[src/rtl/sfp_link_sequencer.sv]
// Master/slave transaction sequencer between the AXI4-Lite register block and the
// Aurora SFP AXIS frame IP: launch/retry/timeout as master, slot extract/insert as slave.
module sfp_link_sequencer #(
    parameter int C_AXIS_TDATA_WIDTH = 64,
    parameter int C_NUMBER_OF_SLAVE  = 3,
    parameter int C_NUMBER_OF_FRAME  = 1,
    parameter int C_TIMEOUT_CYCLES   = 1000,
    parameter int C_MAX_RETRY        = 2,
    parameter int C_CNT_WIDTH        = 16,
    parameter int C_ID_WIDTH         = 4,
    parameter int C_DATA_FRAME_BIT   = C_AXIS_TDATA_WIDTH * C_NUMBER_OF_FRAME,
    parameter int C_DATA_BIT         = C_DATA_FRAME_BIT * C_NUMBER_OF_SLAVE
) (
    input  logic                        i_clk,
    input  logic                        i_rst,
    input  logic                        i_mode,
    input  logic [C_ID_WIDTH-1:0]       i_slave_id,
    input  logic                        i_start,
    input  logic [C_DATA_BIT-1:0]       i_tx_stream_data,
    output logic [C_DATA_BIT-1:0]       o_tx_stream_data,
    output logic                        o_tx_start_flag,
    input  logic                        i_rx_end_flag,
    input  logic [C_DATA_BIT-1:0]       i_rx_stream_data,
    output logic [C_DATA_BIT-1:0]       o_rx_stream_data,
    output logic                        o_stream_valid,
    input  logic                        i_stream_valid_clr,
    output logic [C_DATA_FRAME_BIT-1:0] o_frame_data,
    output logic                        o_frame_valid,
    input  logic [C_DATA_FRAME_BIT-1:0] i_frame_data,
    input  logic                        i_frame_ack,
    output logic                        o_busy,
    output logic                        o_timeout_err,
    output logic [3:0]                  o_retry_cnt,
    output logic [C_CNT_WIDTH-1:0]      o_tx_cnt,
    output logic [C_CNT_WIDTH-1:0]      o_rx_cnt,
    output logic [3:0]                  o_state
);

    localparam int C_TIMER_W = (C_TIMEOUT_CYCLES > 2) ? $clog2(C_TIMEOUT_CYCLES) : 1;

    typedef enum logic [3:0] {
        IDLE       = 4'd0,
        M_SEND     = 4'd1,
        M_WAIT     = 4'd2,
        M_DONE     = 4'd3,
        S_WAIT_ACK = 4'd4,
        S_SEND     = 4'd5,
        ERROR      = 4'd6
    } state_t;

    state_t               state;
    state_t               state_nxt;
    logic [C_TIMER_W-1:0] timer;
    logic                 timer_done;
    logic                 retry_left;
    logic                 id_in_range;

    assign timer_done  = (timer == C_TIMER_W'(C_TIMEOUT_CYCLES - 1));
    assign retry_left  = (o_retry_cnt < 4'(C_MAX_RETRY));
    assign id_in_range = (32'(i_slave_id) < 32'(C_NUMBER_OF_SLAVE));

    assign o_tx_start_flag = (state == M_SEND) || (state == S_SEND);
    assign o_busy          = (state != IDLE);
    assign o_state         = state;

    always_ff @(posedge i_clk or posedge i_rst) begin
        if (i_rst) begin
            state <= IDLE;
        end else begin
            state <= state_nxt;
        end
    end

    // An end flag in M_WAIT takes priority over a coincident timeout.
    always_comb begin
        state_nxt = state;
        case (state)
            IDLE: begin
                if (!i_mode && i_start) begin
                    state_nxt = M_SEND;
                end else if (i_mode && i_rx_end_flag) begin
                    state_nxt = S_WAIT_ACK;
                end
            end
            M_SEND: state_nxt = M_WAIT;
            M_WAIT: begin
                if (i_rx_end_flag) begin
                    state_nxt = M_DONE;
                end else if (timer_done) begin
                    state_nxt = retry_left ? M_SEND : ERROR;
                end
            end
            M_DONE:     if (i_stream_valid_clr) state_nxt = IDLE;
            ERROR:      if (i_stream_valid_clr) state_nxt = IDLE;
            S_WAIT_ACK: if (i_frame_ack) state_nxt = S_SEND;
            S_SEND:     state_nxt = IDLE;
            default:    state_nxt = IDLE;
        endcase
    end

    always_ff @(posedge i_clk or posedge i_rst) begin
        if (i_rst) begin
            o_tx_stream_data <= '0;
            o_rx_stream_data <= '0;
            o_stream_valid   <= 1'b0;
            o_frame_data     <= '0;
            o_frame_valid    <= 1'b0;
            o_timeout_err    <= 1'b0;
            o_retry_cnt      <= '0;
            o_tx_cnt         <= '0;
            o_rx_cnt         <= '0;
            timer            <= '0;
        end else begin
            case (state)
                IDLE: begin
                    if (!i_mode && i_start) begin
                        o_tx_stream_data <= i_tx_stream_data;
                        o_retry_cnt      <= '0;
                    end else if (i_mode && i_rx_end_flag) begin
                        o_tx_stream_data <= i_rx_stream_data;
                        o_frame_valid    <= 1'b1;
                        o_rx_cnt         <= o_rx_cnt + 1'b1;
                        // Constant-index slot walk keeps an out-of-range id at zero.
                        o_frame_data     <= '0;
                        for (int unsigned k = 0; k < C_NUMBER_OF_SLAVE; k++) begin
                            if (32'(i_slave_id) == k) begin
                                o_frame_data <= i_rx_stream_data[k*C_DATA_FRAME_BIT +: C_DATA_FRAME_BIT];
                            end
                        end
                    end
                end
                M_SEND: begin
                    o_tx_cnt <= o_tx_cnt + 1'b1;
                    timer    <= '0;
                end
                M_WAIT: begin
                    timer <= timer + 1'b1;
                    if (i_rx_end_flag) begin
                        o_rx_stream_data <= i_rx_stream_data;
                        o_stream_valid   <= 1'b1;
                        o_rx_cnt         <= o_rx_cnt + 1'b1;
                    end else if (timer_done) begin
                        if (retry_left) begin
                            o_retry_cnt <= o_retry_cnt + 1'b1;
                        end else begin
                            o_timeout_err <= 1'b1;
                        end
                    end
                end
                M_DONE: begin
                    if (i_stream_valid_clr) o_stream_valid <= 1'b0;
                end
                ERROR: begin
                    if (i_stream_valid_clr) o_timeout_err <= 1'b0;
                end
                S_WAIT_ACK: begin
                    if (i_frame_ack) begin
                        o_frame_valid <= 1'b0;
                        if (id_in_range) begin
                            for (int unsigned k = 0; k < C_NUMBER_OF_SLAVE; k++) begin
                                if (32'(i_slave_id) == k) begin
                                    o_tx_stream_data[k*C_DATA_FRAME_BIT +: C_DATA_FRAME_BIT] <= i_frame_data;
                                end
                            end
                        end
                    end
                end
                S_SEND: begin
                    o_tx_cnt <= o_tx_cnt + 1'b1;
                end
                default: ;
            endcase
        end
    end

endmodule
[config.mk]
export PLATFORM = sky130hd
export DESIGN_NAME = sfp_link_sequencer
export DESIGN_NICKNAME = d
export VERILOG_FILES = /design/src/rtl/sfp_link_sequencer.sv
export SDC_FILE = /design/constraint.sdc
export NUM_CORES = 1
export LEC_CHECK = 0
export ABC_AREA = 1
export ABC_CLOCK_PERIOD_IN_PS = 35600
export CAP_MARGIN = 20
export CORE_AREA = 2 2 370 372
export CTS_BUF_LIST = sky130_fd_sc_hd__clkbuf_8
export CTS_CLUSTER_DIAMETER = 30
export DETAILED_ROUTE_END_ITERATION = 8
export DIE_AREA = 0 0 372 374
export PLACE_DENSITY = 0.41
export SYNTH_ARGS = -nofsm -noshare
export SYNTH_HDL_FRONTEND = slang
export SYNTH_SLANG_ARGS = --single-unit
[constraint.sdc]
create_clock -name i_clk -period 35.6 [get_ports i_clk]
set_input_delay 10.68 -clock i_clk [delete_from_list [all_inputs] [get_ports i_clk]]
set_output_delay 10.68 -clock i_clk [all_outputs]
set_load 0.05 [all_outputs]
==> results.sh, run 1 <==
export IMPL_status="complete, no violations"
export IMPL_vdd_ir_drop_max_uv=62.9
export IMPL_grt_pass1_vias=28433
export IMPL_pre_cts_ws_ns=21.11
export IMPL_p_per_area_nw_per_um2=114
export IMPL_placed_cell_area_sq_um=37200
export IMPL_design_area_sq_um=41400
export IMPL_postCtsSetupBuffers=0
export IMPL_synth_top_family_by_area="simple AND/OR/NAND/NOR gates"
export IMPL_cts_buffers=178
export IMPL_clock_latency_ns=0.93
export IMPL_grt_max_degree=128
export IMPL_worst_endpoint_required_ns=36.36
export IMPL_drt_wl_total_um=152000
export IMPL_netlist_area_sq_um=26100
export IMPL_drcViolationCount=0
export IMPL_dp_cells=6095
export IMPL_rows=135
export IMPL_synth_xor_area_share_pct=0.705
export IMPL_synthSimpleGateAreaFrac_pct=31.9
export IMPL_firstDrtPassIters=6
export IMPL_grt_pass1_wl_um=213000
export IMPL_fmax_ghz=0.0739
export IMPL_yosysTopAreaCell="dfrtp_1"
export IMPL_crit_arrival_ns=14.30
export IMPL_cts_tree="built"
export IMPL_cp_slowest_cell="nor2_1"
export IMPL_synth_compound_area_share_pct=8.95
export IMPL_worst_pin_slew_ns=1.06
export IMPL_ant_nets=0
export IMPL_worstPathMaxFanout=45
export IMPL_finalMaxSlewViolations=0
export IMPL_cts_root_buf="clkbuf_8"
export IMPL_finalNonFillerCells=6432
export IMPL_synth_top_area_share_pct=47.9
export IMPL_syn_nets=4018
export IMPL_synth_cell_types=33
export IMPL_netSwitchingPower_mw=2.42
export IMPL_fin_skew_ns=0.0396
export IMPL_die_h_um=374
export IMPL_synth_area_leaders="dfrtp_1, nand2_1, inv_1"
export IMPL_finalHoldViolCount=0
export IMPL_core_sq_um=135000
export IMPL_finalPower_mw=4.71
export IMPL_portBuffers=950
export IMPL_setup_tns_ns=0
export IMPL_initial_core_util_pct=19.3
export IMPL_yosys_warnings=0
export IMPL_crit_path_end_kind="flop"
export IMPL_areaGrowthSynthToFinish_pct=58.5
export IMPL_synth_mux_area_share_pct=0
export IMPL_gp_congestion=0.860
export IMPL_yosys_register_bits=500
export IMPL_cts_resized=0
export IMPL_drt_iter0_markers=1845
export IMPL_critical_path_top_delay_family="simple AND/OR/NAND/NOR gates"
export IMPL_clock_path_buffers=3
export IMPL_seqPwrFrac_pct=21.3
export IMPL_cts_sinks=500
export IMPL_cts_hold_buffers=0
export IMPL_crit_path_start_kind="input port"
export IMPL_grt_antenna_before_repair=11
export IMPL_leakage_nw=20.5
export IMPL_fin_nets=4957
export IMPL_worst_path_buf_inv=2
export IMPL_dieWidth_um=372
export IMPL_rsz0062_at_grt="no"
export IMPL_fin_crit_sh_pct=38.0
export IMPL_clk_pin_slew_ns=0.04
export IMPL_synth_edff_count=0
export IMPL_avgRoutedWirePerCell_um=23.6
export IMPL_grt_ovfl_total=0
export IMPL_synthArstFlopShare_pct=100
export IMPL_crit_chain="clkdlybuf4s50_1, nor2_1, nand2_4, nand2_4, nand3_4, buf_4, nand2_1, nand2_1"
export IMPL_setup_ws_ns=22.07
export IMPL_ys_seq_area_share_pct=47.9
export IMPL_sw_frac_of_total_pct=51.3
export IMPL_place_hpwl_um=112000
export IMPL_track_usage_pct=21.3
export IMPL_synth_fa_ha_area_share_pct=0.192
export IMPL_detail_route_vias_per_cell=4.35
export IMPL_synthCells=3555
export IMPL_htree_levels=4
export IMPL_yosys_most_used_dff="dfrtp_1"
export IMPL_finish_utilization_pct=30.7
export IMPL_clkPwrFrac_pct=22.9
export IMPL_pwr_share_comb_pct=55.8
export IMPL_min_period_ns=13.53
export IMPL_setup_viol=0
export IMPL_timing_hold_ws_ns=0.473
export IMPL_drv_cap=0
export IMPL_slowest_delay_ns=0.80
export IMPL_syn_avg_cell_area_sq_um=7.34
export IMPL_path_class="input port to flop"
export IMPL_internal_power_mw=2.29
export IMPL_relSlewSlack_pct=29.2
export IMPL_die_area_sq_um=139000
export IMPL_num_vias=27974
export IMPL_hold_path_class="flop to flop"
export IMPL_drive_gt1_share_pct=9.33
export IMPL_pin_count=952
==> layout by cell type, fill, tap and decap left out, types with 8 or more instances in the layout <==
cell type,instances
o21a_1,63
xor2_1,8
diode_2,10
clkinv_2,39
inv_1,454
dfrtp_1,500
nor2_1,55
buf_4,41
clkdlybuf4s50_1,948
bufinv_16,14
xnor2_1,13
o22ai_1,63
o21ai_0,205
or2_2,63
nand4_1,203
nand2_1,1380
nand3_1,223
clkbuf_8,239
o21ai_1,75
nand2_4,8
==> final cells by class <==
| cell class | instances | area [sq um] |
|---|---|---|
| Tap cell | 1781 | 2230 |
| Timing Repair Buffer | 991 | 9840 |
| Fill cell | 14753 | 93600 |
| Clock buffer | 239 | 3290 |
| Multi-Input combinational cell | 2388 | 11000 |
| Inverter | 435 | 1650 |
| Antenna cell | 10 | 25.0 |
| Clock inverter | 88 | 838 |
| Sequential cell | 500 | 12500 |
==> registers in the layout, indices dropped and copies added, names as in the netlist <==
register and flops:
o_tx_stream_data 192, o_tx_cnt 16, o_stream_valid 1, o_frame_data 64, o_state 3, o_frame_valid 1, o_rx_cnt 16, o_timeout_err 1
o_retry_cnt 4, timer 10, o_rx_stream_data 192
==> layer usage <==
metal	share of wire [%]	vias to the layer above	GRT usage [%]
met3	7.0	182	6.11
met5	0.016	-	0
met1	42	13578	26.1
li1	-	13243	-
met4	2.5	4	6.45
met2	48	967	35.7
==> cell usage after synthesis (2+ instances only) <==
master    count
nand2_1    1387
dfrtp_1     500
inv_1       433
nand3_1     224
o21ai_0     205
nand4_1     203
clkbuf_1    109
buf_2       102
o21ai_1      75
o21a_1       63
o22ai_1      63
or2_2        63
nor2_1       56
buf_4        14
xnor2_1      13
xor2_1        8
buf_1         7
a21oi_1       4
ha_1          4
nand3_2       4
nand3b_1      3
nor2_4        3
nor3_1        2
==> power by group through the flow <==
| stage | Combinational [mW] | Clock [mW] | Sequential [mW] |
|---|---|---|---|
| 6_report | 2.63 | 1.08 | 1.00 |
| 5_1_grt | 2.77 | 1.14 | 1.04 |
| 3_3_place_gp | 2.66 | 0 | 1.01 |
| 4_1_cts | 2.67 | 1.11 | 1.00 |
| 2_1_floorplan | 0.698 | 0 | 1.89 |
| 3_5_place_dp | 2.66 | 0 | 1.00 |
==> final timing paths <==
path / start / depth (start not counted) / slack [ns] / endpoint
max: i_slave_id[3] / 8 / 22.07 / o_tx_stream_data[177]$_DFFE_PP0P_
min: o_tx_stream_data[99]$_DFFE_PP0P_ / 2 / 0.47 / o_tx_stream_data[99]$_DFFE_PP0P_
max reg2reg: o_state[1]$_DFFE_PP0P_ / 9 / 31.53 / o_tx_stream_data[177]$_DFFE_PP0P_
min reg2reg: o_tx_stream_data[99]$_DFFE_PP0P_ / 2 / 0.47 / o_tx_stream_data[99]$_DFFE_PP0P_
max in group asynchronous: i_rst / 5 / 22.22 / o_tx_stream_data[81]$_DFFE_PP0P_
min in group asynchronous: i_rst / 2 / 10.32 / o_frame_data[62]$_DFFE_PP0P_
==> logic make-up (layout without fill, tap and decap cells) <==
group / count (synthesis) / in the layout
AND/OR/NAND/NOR: 1947 / 1947
buffers and inverters: 667 / 1753
flip-flops: 500 / 500
AO/OA/AOI/OAI: 415 / 415
XOR/XNOR: 21 / 21
adder cells (fa/ha/maj): 4 / 4
other: 1 / 11
==> tightest hold or removal path, cell delays in order, from the launching register on <==
cell	delay (ns)
dfrtp_1	0.33
nand2_1	0.05
nand2_1	0.05
No activity file was read; power rests on OpenSTA's default activity.
==> run 2: changes to the inputs <==
--- a/config.mk
+++ b/config.mk
@@ -6,7 +6,7 @@
 export NUM_CORES = 1
 export LEC_CHECK = 0
 export ABC_AREA = 1
-export ABC_CLOCK_PERIOD_IN_PS = 35600
+export ABC_CLOCK_PERIOD_IN_PS = 12600
 export CAP_MARGIN = 20
 export CORE_AREA = 2 2 370 372
 export CTS_BUF_LIST = sky130_fd_sc_hd__clkbuf_8
==> constraint.sdc (replaced) <==
create_clock -name i_clk -period 12.6 [get_ports i_clk]
set_input_delay 3.78 -clock i_clk [delete_from_list [all_inputs] [get_ports i_clk]]
set_output_delay 3.78 -clock i_clk [all_outputs]
set_load 0.05 [all_outputs]
==> results.sh, run 2 (same netlist as run 1, synthesis figures left out) <==
export IMPL_status="complete, no violations"
export IMPL_rows=135
export IMPL_leakage_nw=20.4
export IMPL_firstDrtPassIters=6
export IMPL_cts_root_buf="clkbuf_8"
export IMPL_rsz0062_at_grt="no"
export IMPL_fin_nets=4959
export IMPL_setup_tns_ns=0
export IMPL_hold_path_class="flop to flop"
export IMPL_place_hpwl_um=111000
export IMPL_clock_path_buffers=3
export IMPL_cts_resized=0
export IMPL_setup_viol=0
export IMPL_portBuffers=950
export IMPL_min_period_ns=6.62
export IMPL_grt_pass1_vias=28090
export IMPL_clock_latency_ns=0.92
export IMPL_die_area_sq_um=139000
export IMPL_track_usage_pct=21.2
export IMPL_cts_hold_buffers=0
export IMPL_drcViolationCount=0
export IMPL_postCtsSetupBuffers=0
export IMPL_fmax_ghz=0.151
export IMPL_fin_crit_sh_pct=52.6
export IMPL_pre_cts_ws_ns=5.06
export IMPL_crit_arrival_ns=2.84
export IMPL_worst_pin_slew_ns=1.08
export IMPL_die_h_um=374
export IMPL_crit_path_end_kind="output port"
export IMPL_gp_congestion=0.850
export IMPL_grt_antenna_before_repair=15
export IMPL_relSlewSlack_pct=28.2
export IMPL_timing_hold_ws_ns=0.473
export IMPL_detail_route_vias_per_cell=4.36
export IMPL_clk_pin_slew_ns=0.04
export IMPL_dieWidth_um=372
export IMPL_worst_hold_path_num_cells=2
export IMPL_grt_pass1_wl_um=211000
export IMPL_drive_gt1_share_pct=9.07
export IMPL_grt_max_degree=153
export IMPL_fin_skew_ns=0.0295
export IMPL_initial_core_util_pct=19.3
export IMPL_p_per_area_nw_per_um2=321
export IMPL_drt_iter0_markers=1860
export IMPL_crit_path_start_kind="flop"
export IMPL_worstPathMaxFanout=9
export IMPL_cts_sinks=500
export IMPL_cts_tree="built"
export IMPL_r2r_cells=8
export IMPL_areaGrowthSynthToFinish_pct=58.3
export IMPL_path_class="flop to output port"
export IMPL_core_sq_um=135000
export IMPL_avgRoutedWirePerCell_um=23.6
export IMPL_drt_wl_total_um=152000
export IMPL_worst_endpoint_required_ns=8.82
export IMPL_finalMaxSlewViolations=0
export IMPL_vdd_ir_drop_max_uv=174
export IMPL_grt_ovfl_total=0
export IMPL_pin_count=952
export IMPL_htree_levels=4
export IMPL_finalHoldViolCount=0
export IMPL_final_cell_mix="nand2_1, clkdlybuf4s50_1, dfrtp_1, inv_1, nand3_1"
export IMPL_final_common_cell="nand2_1"
export IMPL_num_vias=28064
export IMPL_setup_ws_ns=5.98
export IMPL_cts_buffers=180
export IMPL_top_regs="o_rx_stream_data: 192 flops, o_tx_stream_data: 192 flops, o_frame_data: 64 flops"
export IMPL_drv_cap=0
export IMPL_ant_nets=0
-- run 2: cell types whose count changed in the layout (fill, tap and decap cells not counted) --
cell,change
inv_6,-1
buf_4,-4
inv_1,+11
clkinv_2,+2
diode_2,+1
clkinvlp_4,+7
clkbuf_8,-22
bufinv_16,+3
clkdlybuf4s50_1,+2
buf_12,+2
clkinv_4,+1
-- run 2: metrics by stage --
| step | util, % | total power, mW | area [sq um] | std cells |
|---|---|---|---|---|
| detailed placement | 27.6 | 10.4 | 37300 | 6095 |
| global placement | 27.6 | 10.4 | 37200 | 6094 |
| finish | 30.6 | 13.3 | 41300 | 6434 |
| floorplan | - | 7.32 | 26100 | 3555 |
| global route | 30.6 | 14.0 | 41300 | 6430 |
| CTS | 30.6 | 13.5 | 41300 | 6423 |
-- run 2: area by class of cell --
cell class | count | area (sq um)
antenna | 11 | 27.5
clock buffer | 217 | 2990
clock inverter | 111 | 1040
fill | 14671 | 93700
inverter | 435 | 1650
multi-input combinational | 2388 | 11000
sequential | 500 | 12500
tap | 1781 | 2230
timing repair buffer | 991 | 9870
-- run 2: critical path, cell delays in order (launching register included) --
cell,delay (ns)
dfrtp_1,0.46
inv_1,0.08
nand2_1,0.22
inv_1,0.32
clkdlybuf4s50_1,0.86
-- run 2: power breakdown --
part           internal, mW  switching, mW  leakage [nW]  total, mW
sequential             2.37          0.456          6.25       2.83
combinational          2.13           5.31          12.0       7.44
clock                  1.91           1.09          2.20       3.00
-- run 2: final timing paths --
path,from,endpoint,slack (ns)
max in group asynchronous,i_rst,o_rx_stream_data[29]$_DFFE_PP0N_,7.44
worst max register to register,o_state[1]$_DFFE_PP0P_,o_tx_stream_data[0]$_DFFE_PP0P_,9.00
worst min register to register,o_timeout_err$_DFFE_PP0P_,o_timeout_err$_DFFE_PP0P_,0.47
worst min-delay path,o_timeout_err$_DFFE_PP0P_,o_timeout_err$_DFFE_PP0P_,0.47
min in group asynchronous,i_rst,o_rx_stream_data[60]$_DFFE_PP0N_,3.44
worst max-delay path,o_state[1]$_DFFE_PP0P_,o_tx_start_flag,5.98
-- run 2: metal layers --
| metal | share of wire (%) | wire length (um) | global-route usage, % |
|---|---|---|---|
| met5 | 0.030 | 46 | 0 |
| met4 | 4.0 | 6090 | 8.98 |
| met3 | 7.8 | 11900 | 6.69 |
| met2 | 47 | 71900 | 34.8 |
| met1 | 41 | 62100 | 25.3 |
==> run 3: changes to the inputs <==
--- a/config.mk
+++ b/config.mk
@@ -6,14 +6,14 @@
 export NUM_CORES = 1
 export LEC_CHECK = 0
 export ABC_AREA = 1
-export ABC_CLOCK_PERIOD_IN_PS = 12600
+export ABC_CLOCK_PERIOD_IN_PS = 5300
 export CAP_MARGIN = 20
 export CORE_AREA = 2 2 370 372
 export CTS_BUF_LIST = sky130_fd_sc_hd__clkbuf_8
 export CTS_CLUSTER_DIAMETER = 30
 export DETAILED_ROUTE_END_ITERATION = 8
 export DIE_AREA = 0 0 372 374
-export PLACE_DENSITY = 0.41
+export PLACE_DENSITY = 0.43
 export SYNTH_ARGS = -nofsm -noshare
 export SYNTH_HDL_FRONTEND = slang
 export SYNTH_SLANG_ARGS = --single-unit
==> constraint.sdc (replaced) <==
create_clock -name i_clk -period 5.3 [get_ports i_clk]
set_input_delay 1.59 -clock i_clk [delete_from_list [all_inputs] [get_ports i_clk]]
set_output_delay 1.59 -clock i_clk [all_outputs]
set_load 0.05 [all_outputs]
==> results.sh, run 3 (same netlist as run 1, synthesis figures left out) <==
export IMPL_drt_iter0_markers=2130
export IMPL_avgRoutedWirePerCell_um=23.4
export IMPL_dp_cells=6130
export IMPL_status="complete, no violations"
export IMPL_hp_start="o_tx_stream_data[126]$_DFFE_PP0P_"
export IMPL_drcViolationCount=0
export IMPL_vdd_ir_drop_max_uv=338
export IMPL_grt_antenna_before_repair=24
export IMPL_cts_resized=0
export IMPL_pin_count=952
export IMPL_place_hpwl_um=114000
export IMPL_cts_tree="built"
export IMPL_setup_tns_ns=0
export IMPL_cts_buffers=175
export IMPL_crit_path_start_kind="flop"
export IMPL_rr_startpoint="o_state[1]$_DFFE_PP0P_"
export IMPL_detail_route_vias_per_cell=4.37
export IMPL_grt_ovfl_total=0
export IMPL_portBuffers=950
export IMPL_dieWidth_um=372
export IMPL_finalNonFillerCells=6456
export IMPL_worst_endpoint_required_ns=3.71
export IMPL_critical_path_top_delay_family="buffers and inverters"
export IMPL_drive_gt1_share_pct=9.51
export IMPL_top_regs="o_rx_stream_data: 192 flops, o_tx_stream_data: 192 flops, o_frame_data: 64 flops"
export IMPL_p_per_area_nw_per_um2=754
export IMPL_design_area_sq_um=41600
export IMPL_cts_sinks=500
export IMPL_final_cell_mix="nand2_1, clkdlybuf4s50_1, dfrtp_1, inv_1, nand3_1"
export IMPL_whs_endpoint="o_tx_stream_data[126]$_DFFE_PP0P_"
export IMPL_fill_cells=14731
export IMPL_crit_path_end_kind="output port"
export IMPL_postCtsSetupBuffers=0
export IMPL_fin_nets=4989
export IMPL_min_period_ns=4.45
export IMPL_core_sq_um=135000
export IMPL_die_h_um=374
export IMPL_htree_levels=4
export IMPL_crit_path_frequent_cell="inv_1"
export IMPL_hold_path_class="flop to flop"
export IMPL_die_area_sq_um=139000
export IMPL_cp_slowest_cell="clkdlybuf4s50_1"
export IMPL_fin_skew_ns=0.0349
export IMPL_finalMaxSlewViolations=0
export IMPL_clock_latency_ns=0.88
export IMPL_ff2ff_setup_slack_ns=1.73
export IMPL_drv_cap=0
export IMPL_initial_core_util_pct=19.3
export IMPL_cts_root_buf="clkbuf_8"
export IMPL_leakage_nw=20.6
export IMPL_grt_pass1_vias=28469
export IMPL_clk_pin_slew_ns=0.05
export IMPL_fin_crit_sh_pct=83.9
export IMPL_finish_utilization_pct=30.8
export IMPL_fmax_ghz=0.225
export IMPL_finalHoldViolCount=0
export IMPL_worst_path_buf_inv=3
export IMPL_track_usage_pct=21.2
export IMPL_relSlewSlack_pct=30.5
export IMPL_ant_nets=0
export IMPL_worstPathMaxFanout=9
export IMPL_placed_cell_area_sq_um=37700
export IMPL_crit_arrival_ns=2.86
export IMPL_worst_pin_slew_ns=1.04
export IMPL_final_common_cell="nand2_1"
export IMPL_grt_max_degree=117
export IMPL_rows=135
export IMPL_num_vias=28238
export IMPL_crit_chain="inv_1, nand2_1, inv_1, clkdlybuf4s50_1"
export IMPL_finalPower_mw=31.3
export IMPL_setup_viol=0
export IMPL_firstDrtPassIters=5
export IMPL_worst_r2r_endpoint="o_tx_stream_data[108]$_DFFE_PP0P_"
export IMPL_drt_wl_total_um=151000
export IMPL_cts_hold_buffers=0
export IMPL_areaGrowthSynthToFinish_pct=59.3
export IMPL_path_class="flop to output port"
export IMPL_grt_pass1_wl_um=213000
export IMPL_slowest_delay_ns=0.86
export IMPL_rsz0062_at_grt="no"
export IMPL_worst_hold_path_num_cells=2
export IMPL_gp_congestion=0.872
export IMPL_r2r_cells=8
export IMPL_clock_path_buffers=3
==> run 3: worst max-delay path by stage <==
stage | startpoint | endpoint | slack, ns | cells after the start
after floorplan | i_rst | o_frame_data[0]$_DFFE_PP0P_ | -3.07 | 1
after global placement | i_slave_id[3] | o_tx_stream_data[181]$_DFFE_PP0P_ | 0.70 | 8
after detailed placement | i_slave_id[3] | o_tx_stream_data[181]$_DFFE_PP0P_ | 0.67 | 8
after CTS | o_state[1]$_DFFE_PP0P_ | o_tx_start_flag | 0.69 | 4
after global routing | o_state[1]$_DFFE_PP0P_ | o_tx_start_flag | 0.66 | 4
final | o_state[1]$_DFFE_PP0P_ | o_tx_start_flag | 0.85 | 4
==> run 3: worst reg2reg max path: cells and delay by family, from the launching register on <==
kind	cells	cell delay, ns
simple gates	6	1.88
buf+inv	2	1.13
flops	1	0.47
==> run 3: stage by stage <==
| step | hold slack [ns] | setup slack (ns) |
|---|---|---|
| finish | 0.475 | 0.853 |
| global route | 0.490 | 0.663 |
| global placement | 0.462 | 0.703 |
| CTS | 0.479 | 0.685 |
| floorplan | 0.489 | -3.07 |
| detailed placement | 0.465 | 0.670 |
==> run 3: final cells by class <==
cell class              count  area [sq um]  share of cell area, %
clock inverters           109           985                   2.37
well taps                1781          2230                   5.36
diodes                      6          15.0                 0.0361
multi-input cells        2388         11000                   26.5
inverters                 435          1650                   3.97
flip-flops and latches    500         12500                   30.1
clock buffers             211          2900                   6.99
repair buffers           1026         10300                   24.7
==> run 3: layer usage <==
layer	GRT usage [%]	wire (um)	up-vias
met2	35.4	72600	1070
met1	25.9	62600	13648
met4	6.57	4300	24
li1	-	-	13281
met3	6.37	11300	215
met5	0	166	-
==> run 3: power by group <==
group	switching, mW	total [mW]	leakage (nW)	internal [mW]
clock	2.52	6.90	2.16	4.38
combinational	12.5	17.7	12.2	5.15
sequential	1.11	6.76	6.25	5.64
